===== src/rtl/ysyx_24110006_lsu.sv =====
// ysyx_24110006_lsu: load/store unit; captures one request, runs at most one bus transfer,
// and returns a registered, formatted writeback value with a fault flag.
module ysyx_24110006_lsu (
    input  logic        i_clock,
    input  logic        i_reset,
    input  logic        i_valid,
    input  logic        i_mem_ren,
    input  logic        i_mem_wen,
    input  logic [3:0]  i_mem_wmask,
    input  logic [2:0]  i_mem_read_t,
    input  logic [31:0] i_mem_addr,
    input  logic [31:0] i_wdata,
    input  logic [31:0] i_result,
    output logic        o_valid,
    output logic [31:0] o_rdata,
    output logic        o_fault,
    output logic        o_busy,
    output logic        o_bus_req,
    output logic        o_bus_wen,
    output logic [31:0] o_bus_addr,
    output logic [31:0] o_bus_wdata,
    output logic [3:0]  o_bus_wstrb,
    input  logic        i_bus_ack,
    input  logic [31:0] i_bus_rdata,
    input  logic        i_bus_err
);
    typedef enum logic [1:0] {IDLE, REQ, DONE} state_t;
    state_t r_state, w_next;
    logic        r_wen;
    logic [3:0]  r_wmask;
    logic [2:0]  r_read_t;
    logic [31:0] r_addr, r_wdata, r_rdata;
    logic        r_fault;
    logic        w_mem, w_half, w_word, w_misal;
    logic [31:0] w_sh, w_load;
    // a store wins when ren and wen are both set, so size comes from wmask then
    assign w_mem   = i_mem_ren | i_mem_wen;
    assign w_half  = i_mem_wen ? (i_mem_wmask == 4'b0011) : (i_mem_read_t == 3'b001 || i_mem_read_t == 3'b101);
    assign w_word  = i_mem_wen ? (i_mem_wmask == 4'b1111) : (i_mem_read_t == 3'b010);
    assign w_misal = w_mem & ((w_half & i_mem_addr[0]) | (w_word & |i_mem_addr[1:0]));
    assign w_sh    = i_bus_rdata >> {r_addr[1:0], 3'b000};
    assign w_load  = r_read_t == 3'b000 ? {{24{w_sh[7]}}, w_sh[7:0]} :
                     r_read_t == 3'b001 ? {{16{w_sh[15]}}, w_sh[15:0]} :
                     r_read_t == 3'b100 ? {24'd0, w_sh[7:0]} :
                     r_read_t == 3'b101 ? {16'd0, w_sh[15:0]} : w_sh;
    always_ff @(posedge i_clock) begin
        if (i_reset) r_state <= IDLE;
        else r_state <= w_next;
    end
    always_comb begin
        w_next = r_state;
        case (r_state)
            IDLE:    if (i_valid) w_next = (w_mem && !w_misal) ? REQ : DONE;
            REQ:     if (i_bus_ack) w_next = DONE;
            default: w_next = IDLE;
        endcase
    end
    always_ff @(posedge i_clock) begin
        if (i_reset) begin
            r_wen    <= 1'b0;
            r_wmask  <= 4'd0;
            r_read_t <= 3'd0;
            r_addr   <= 32'd0;
            r_wdata  <= 32'd0;
            r_rdata  <= 32'd0;
            r_fault  <= 1'b0;
        end else if (r_state == IDLE && i_valid) begin
            r_wen    <= i_mem_wen;
            r_wmask  <= i_mem_wmask;
            r_read_t <= i_mem_read_t;
            r_addr   <= i_mem_addr;
            r_wdata  <= i_wdata;
            r_rdata  <= w_mem ? 32'd0 : i_result;
            r_fault  <= w_misal;
        end else if (r_state == REQ && i_bus_ack) begin
            r_rdata  <= (r_wen || i_bus_err) ? 32'd0 : w_load;
            r_fault  <= i_bus_err;
        end
    end
    assign o_valid     = r_state == DONE;
    assign o_busy      = r_state != IDLE;
    assign o_bus_req   = r_state == REQ;
    assign o_rdata     = r_rdata;
    assign o_fault     = r_fault;
    assign o_bus_wen   = r_wen;
    assign o_bus_addr  = r_addr;
    assign o_bus_wdata = r_wdata << {r_addr[1:0], 3'b000};
    assign o_bus_wstrb = r_wen ? r_wmask << r_addr[1:0] : 4'b0000;
endmodule


===== config.mk =====
export PLATFORM = sky130hd
export DESIGN_NAME = ysyx_24110006_lsu
export DESIGN_NICKNAME = d
export VERILOG_FILES = /design/src/rtl/ysyx_24110006_lsu.sv
export SDC_FILE = /design/constraint.sdc
export NUM_CORES = 1
export LEC_CHECK = 0
export ABC_AREA = 1
export ABC_CLOCK_PERIOD_IN_PS = 4000
export BUFFER_PORTS_ARGS = -buffer_cell sky130_fd_sc_hd__buf_2
export CAP_MARGIN = 20
export CORE_ASPECT_RATIO = 1.4
export CORE_UTILIZATION = 50
export CTS_CLUSTER_DIAMETER = 50
export DETAILED_ROUTE_END_ITERATION = 10
export GPL_TIMING_DRIVEN = 0
export PLACE_DENSITY = 0.84
export SYNTH_ARGS = -nofsm -noshare
export SYNTH_HDL_FRONTEND = slang
export SYNTH_SLANG_ARGS = --single-unit

===== constraint.sdc =====
create_clock -name i_clock -period 4 [get_ports i_clock]
set_input_delay 0.4 -clock i_clock [delete_from_list [all_inputs] [get_ports i_clock]]
set_output_delay 0.4 -clock i_clock [all_outputs]
set_load 0.005 [all_outputs]

Word-level counts from Yosys, hierarchy flattened
Index checks and enable logic that the tools add are counted.
- flip-flop bits (word level): 107
- output and inout bits: 105
- bitwise operators: 5
- shifts and indexed selects: 3
- mux-type cells: 17
- equality and inequality tests: 12
- reductions and logical operators: 12
- operators by type and width (operator ; count):
    $mux 32 ; 8
    $shl 32x5->32 ; 1
    $shr 32x5->32 ; 1
    $eq 3x3->1 const B ; 3
    $eq 3x1->1 const B ; 2
    $mux 2 ; 3
    $eq 4x2->1 const B ; 1
    $eq 4x4->1 const B ; 1
    $mux 1 ; 4
    $mux 4 ; 1
    $pmux 2 s2 ; 1
    $reduce_bool 2->1 ; 2
    $shl 4x2->4 ; 1
    $and 1x1->1 ; 3
    $eq 3x2->1 const B ; 1
    $logic_and 1x1->1 ; 3
    $logic_not 3->1 ; 1
    $eq 2x1->1 const B ; 1
    $eq 2x2->1 const B ; 1
    $logic_not 2->1 ; 1
    $logic_or 1x1->1 ; 2
    $ne 2x1->1 const B ; 1
    $ne 2x2->1 const B ; 1
    $or 1x1->1 ; 2
    3 further kinds ; 3

Longest topological paths before layout
- depth after elaboration: 11
- depth in mapped cells: 11

Worst setup path before layout
Ideal clock, no wire load.
- path type: reg2out
- from: register r_addr[0] (netlist: o_bus_addr[0])
- to: output port o_bus_wdata[23]
- arrival time: 1223 ps
- required time: 3600 ps
- cell stages (with the launch flop): 9
- buffers on the path: 4
- path slack: 2377 ps
- cell sequence: dfxtp_1 buf_6 inv_2 buf_6 buf_4 buf_2 a21oi_1 o21ai_0 o31ai_1
- longest elaborated chain between the ends: 1
- ends and longest elaborated chain (element ; line ; source):
    start: declaration ; 32 ; logic [31:0] r_addr, r_wdata, r_rdata;
    start signal: assignment ; 71 ; r_addr <= i_mem_addr;
    $shl 32x5->32 ; 87 ; assign o_bus_wdata = r_wdata << {r_addr[1:0], 3'b000};
    end: declaration ; 21 ; output logic [31:0] o_bus_wdata,
Every way passes these cells.

Final worst setup path
- from: register r_addr[1] (netlist: o_bus_addr[1])
- to: output port o_bus_wdata[29]
Same word-level chain as after synthesis.

==> metrics.cfg <==
[status]
run_status = complete, no violations

[power]
p_leak_nw = 3.657
power.ir.vdd_worst_mv = 0.2913
p_int_mw = 2.040
switching_share_pct = 34.21
clockPowerShare_pct = 30.3
power_frac_seq_pct = 40.0
comb_power_share_pct = 29.7
power_switching_mw = 1.061
post-layout-total-power_mw = 3.102
power.density_cell_area_nw_per_um2 = 428.1

[critical_path]
worst_setup_path_start_kind = register
ff2ff_path_depth = 8
critical_register_to_register_path_startpoint = o_bus_addr[1]
end_kind = output port
setup.worst_path.class = reg2out
worst-endpoint-required_ns = 3.60
crit_reg_reg_endpoint = o_rdata[3]
ff2ff_setup_slack_ns = 2.28
worstPathArrival_ns = 2.06
timing.critical_path.fanout_max = 10

[synthesis]
synthFlopType = sky130_fd_sc_hd__dfxtp_1
synthesis.area_um2 = 5525
area_share_of_the_largest_cell_type_after_synthesis_pct = 38.77
avgSynthCellArea_um2 = 6.523
synth_seq_cells = 107
post_synth_top_area_cell = sky130_fd_sc_hd__dfxtp_1
synth_edf_count = 0
syn-instance-count = 847
synthTopCellsByCount = 163 x sky130_fd_sc_hd__nand2_1, 150 x sky130_fd_sc_hd__o21ai_0, 146 x sky130_fd_sc_hd__nor2_1
yosys.cell_count.top_type = sky130_fd_sc_hd__nand2_1
ys_seq_area_share_pct = 38.77
syn_nets = 989
synth.lib_cells_used.distinct = 29
yosysWarnings = 0
post_synth_main_area_contributors = sky130_fd_sc_hd__dfxtp_1 39%, sky130_fd_sc_hd__o21ai_0 14%, sky130_fd_sc_hd__nand2_1 11%
async_flop_share_pct = 0

[die]
core_area_um2 = 10810
placement_rows = 45
num_io_pins = 247
dieArea_um2 = 11480
floorplan.die.width_um = 90.85
start_util_pct = 51.11
floorplan.die.height_um = 126.4

[routing]
starting_drt_drc_count = 299
overall_via_count_from_detail_route = 6717
drt-total-wl_um = 19430
route.detailed.vias_per_inst = 5.374
drc = 0
drtAntennaViolNets = 0
detail_route.first_pass.iterations = 5
avgRoutedWirePerCell_um = 15.55

[clock_network]
clock_insertion_delay_worst_skew_ns = 0.35
cts.reportedPaths.clkPinSlew_ns = 0.08
cts-htree-levels = 3
cts_setup_buffers = 0
tritoncts = built
post_cts_resize_count = 0
cts_inserted_buffers = 9
clock_path_buffers = 2
cts.sink_count = 107
postCtsHoldBufs = 0
buffer_cell_driving_the_clock_tree_root = sky130_fd_sc_hd__clkbuf_16

[timing]
final.period_utilization_pct = 61.59
final.setup_skew_ns = 0.004520
hold_viol = 0
post-route-min-period_ns = 2.463
report.final.slew_viol_count = 0
max_freq_mhz = 405.9
finalSetupTns_ns = 0
worst_slew_pin_slew_ns = 0.5539
slew_headroom_pct = 63.08
setup-violations-final = 0
timing.hold.ws_ns = 0.2094
grt_setup_unrepaired = no

[cells_and_area]
final_net_count = 1246
area.growth.synth_to_final_pct = 31.11
final_instance_count_without_filler_cells = 1250
finalCoreUtilization_pct = 67.01
layout_cells_sized_above_1_pct = 28.40
antenna-diode-count = 0

[grt]
grtUsageTotal_pct = 33.41
grt_max_degree = 20
grt_antenna_before_repair = 0
grt_remaining_overflow = 0
global_route_wire_length_before_repair_um = 30020
grt_pass1_vias = 6263

[place]
place_inst = 1234
hpwl_dp_um = 15110
gpl.final_weighted_congestion = 0.9803
portBuffers = 246

[hold_path]
min_path_cells = 2
startpoint_of_the_most_critical_hold_path = i_reset
holdPathEnd = r_state[0]
hold_path.class = in2reg

[run]
cap_violations = 0

[sequential cells by signal, indices dropped and copies added, names as in the netlist]
register and count:
r_state 2, r_wmask 4, o_bus_addr 32, r_wdata 32
r_read_t 3, o_rdata 32, o_fault 1, o_bus_wen 1
[power by group through the flow]
stage / Sequential [mW] / Clock [mW] / Combinational (mW)
6_report: 1.24 / 0.939 / 0.922
5_1_grt: 1.25 / 0.981 / 1.03
4_1_cts: 1.24 / 0.939 / 0.915
3_5_place_dp: 1.26 / 0 / 0.910
3_3_place_gp: 1.26 / 0 / 0.902
2_1_floorplan: 1.26 / 0 / 0.534
[metal layers]
| layer | share of wire (%) | vias to the layer above | track usage [%] | routed length, µm |
|---|---|---|---|---|
| li1 | - | 3300 | - | - |
| met1 | 37 | 3040 | 35.54 | 7213 |
| met2 | 50 | 319 | 61.10 | 9764 |
| met3 | 7.2 | 58 | 5.576 | 1407 |
| met4 | 5.4 | 0 | 20.54 | 1049 |
| met5 | 0 | - | 0 | 0 |
[stage by stage]
stage / worst slack [ns] / area [µm²]
floorplan: 2.377 / 5525
global placement: 1.979 / 6933
detailed placement: 1.985 / 6933
CTS: 1.600 / 7244
global route: 1.437 / 7244
finish: 1.537 / 7244
[worst max-delay path, stage by stage, from the launching register on]
cell                       delay (ns)
sky130_fd_sc_hd__dfxtp_1         0.32
sky130_fd_sc_hd__buf_6           0.14
sky130_fd_sc_hd__inv_2           0.07
sky130_fd_sc_hd__buf_6           0.14
sky130_fd_sc_hd__clkbuf_1        0.40
sky130_fd_sc_hd__o21ai_0         0.17
sky130_fd_sc_hd__a21oi_1         0.26
sky130_fd_sc_hd__a21oi_1         0.07
sky130_fd_sc_hd__buf_2           0.15
[worst max-delay path by stage]
stage | start | to | slack (ns) | cells after the start
floorplan | o_bus_addr[0] | o_bus_wdata[23] | 2.38 | 8
global placement | o_bus_addr[1] | o_bus_wdata[29] | 1.98 | 8
detailed placement | o_bus_addr[1] | o_bus_wdata[29] | 1.98 | 8
CTS | o_bus_addr[1] | o_bus_wdata[29] | 1.60 | 8
global route | o_bus_addr[1] | o_bus_wdata[25] | 1.44 | 8
finish | o_bus_addr[1] | o_bus_wdata[29] | 1.54 | 8
[area by class of cell]
| type | count | area (µm²) |
|---|---|---|
| well taps | 141 | 176.4 |
| inverters | 43 | 161.4 |
| plain buffers | 65 | 349.1 |
| repair buffers | 246 | 1231 |
| clock inverters | 7 | 86.33 |
| flip-flops and latches | 107 | 2142 |
| fillers | 1100 | 3566 |
| clock buffers | 9 | 225.2 |
| multi-input cells | 632 | 2873 |
[cells in the final DEF (no fill, tap or decap), types with 2 or more instances in the layout]
| cell type | n |
|---|---|
| sky130_fd_sc_hd__nor3_1 | 3 |
| sky130_fd_sc_hd__clkbuf_1 | 27 |
| sky130_fd_sc_hd__buf_6 | 8 |
| sky130_fd_sc_hd__nand2_2 | 5 |
| sky130_fd_sc_hd__buf_1 | 2 |
| sky130_fd_sc_hd__inv_2 | 5 |
| sky130_fd_sc_hd__o21ai_1 | 9 |
| sky130_fd_sc_hd__clkbuf_16 | 9 |
| sky130_fd_sc_hd__buf_2 | 270 |
| sky130_fd_sc_hd__o211ai_1 | 5 |
| sky130_fd_sc_hd__inv_1 | 38 |
| sky130_fd_sc_hd__dfxtp_1 | 107 |
| sky130_fd_sc_hd__o21ai_0 | 150 |
| sky130_fd_sc_hd__nor2_1 | 146 |
| sky130_fd_sc_hd__nor2_2 | 2 |
| sky130_fd_sc_hd__o21bai_1 | 9 |
| sky130_fd_sc_hd__o22ai_1 | 4 |
| sky130_fd_sc_hd__nand2_4 | 2 |
| sky130_fd_sc_hd__buf_4 | 4 |
| sky130_fd_sc_hd__a21oi_1 | 106 |
| sky130_fd_sc_hd__a22oi_1 | 3 |
| sky130_fd_sc_hd__nand2_1 | 163 |
| sky130_fd_sc_hd__nand3_1 | 18 |
| sky130_fd_sc_hd__clkinvlp_4 | 2 |
[logic make-up after synthesis]
logic type	count (synthesis)	share of synthesized area, %
DFF	107	38.77
muxes	1	0.1812
and+or+nand+nor	343	24.71
AOI/OAI and AO/OA	288	27.11
buffers and inverters	108	9.239
No activity file was read; power rests on OpenSTA's default activity.
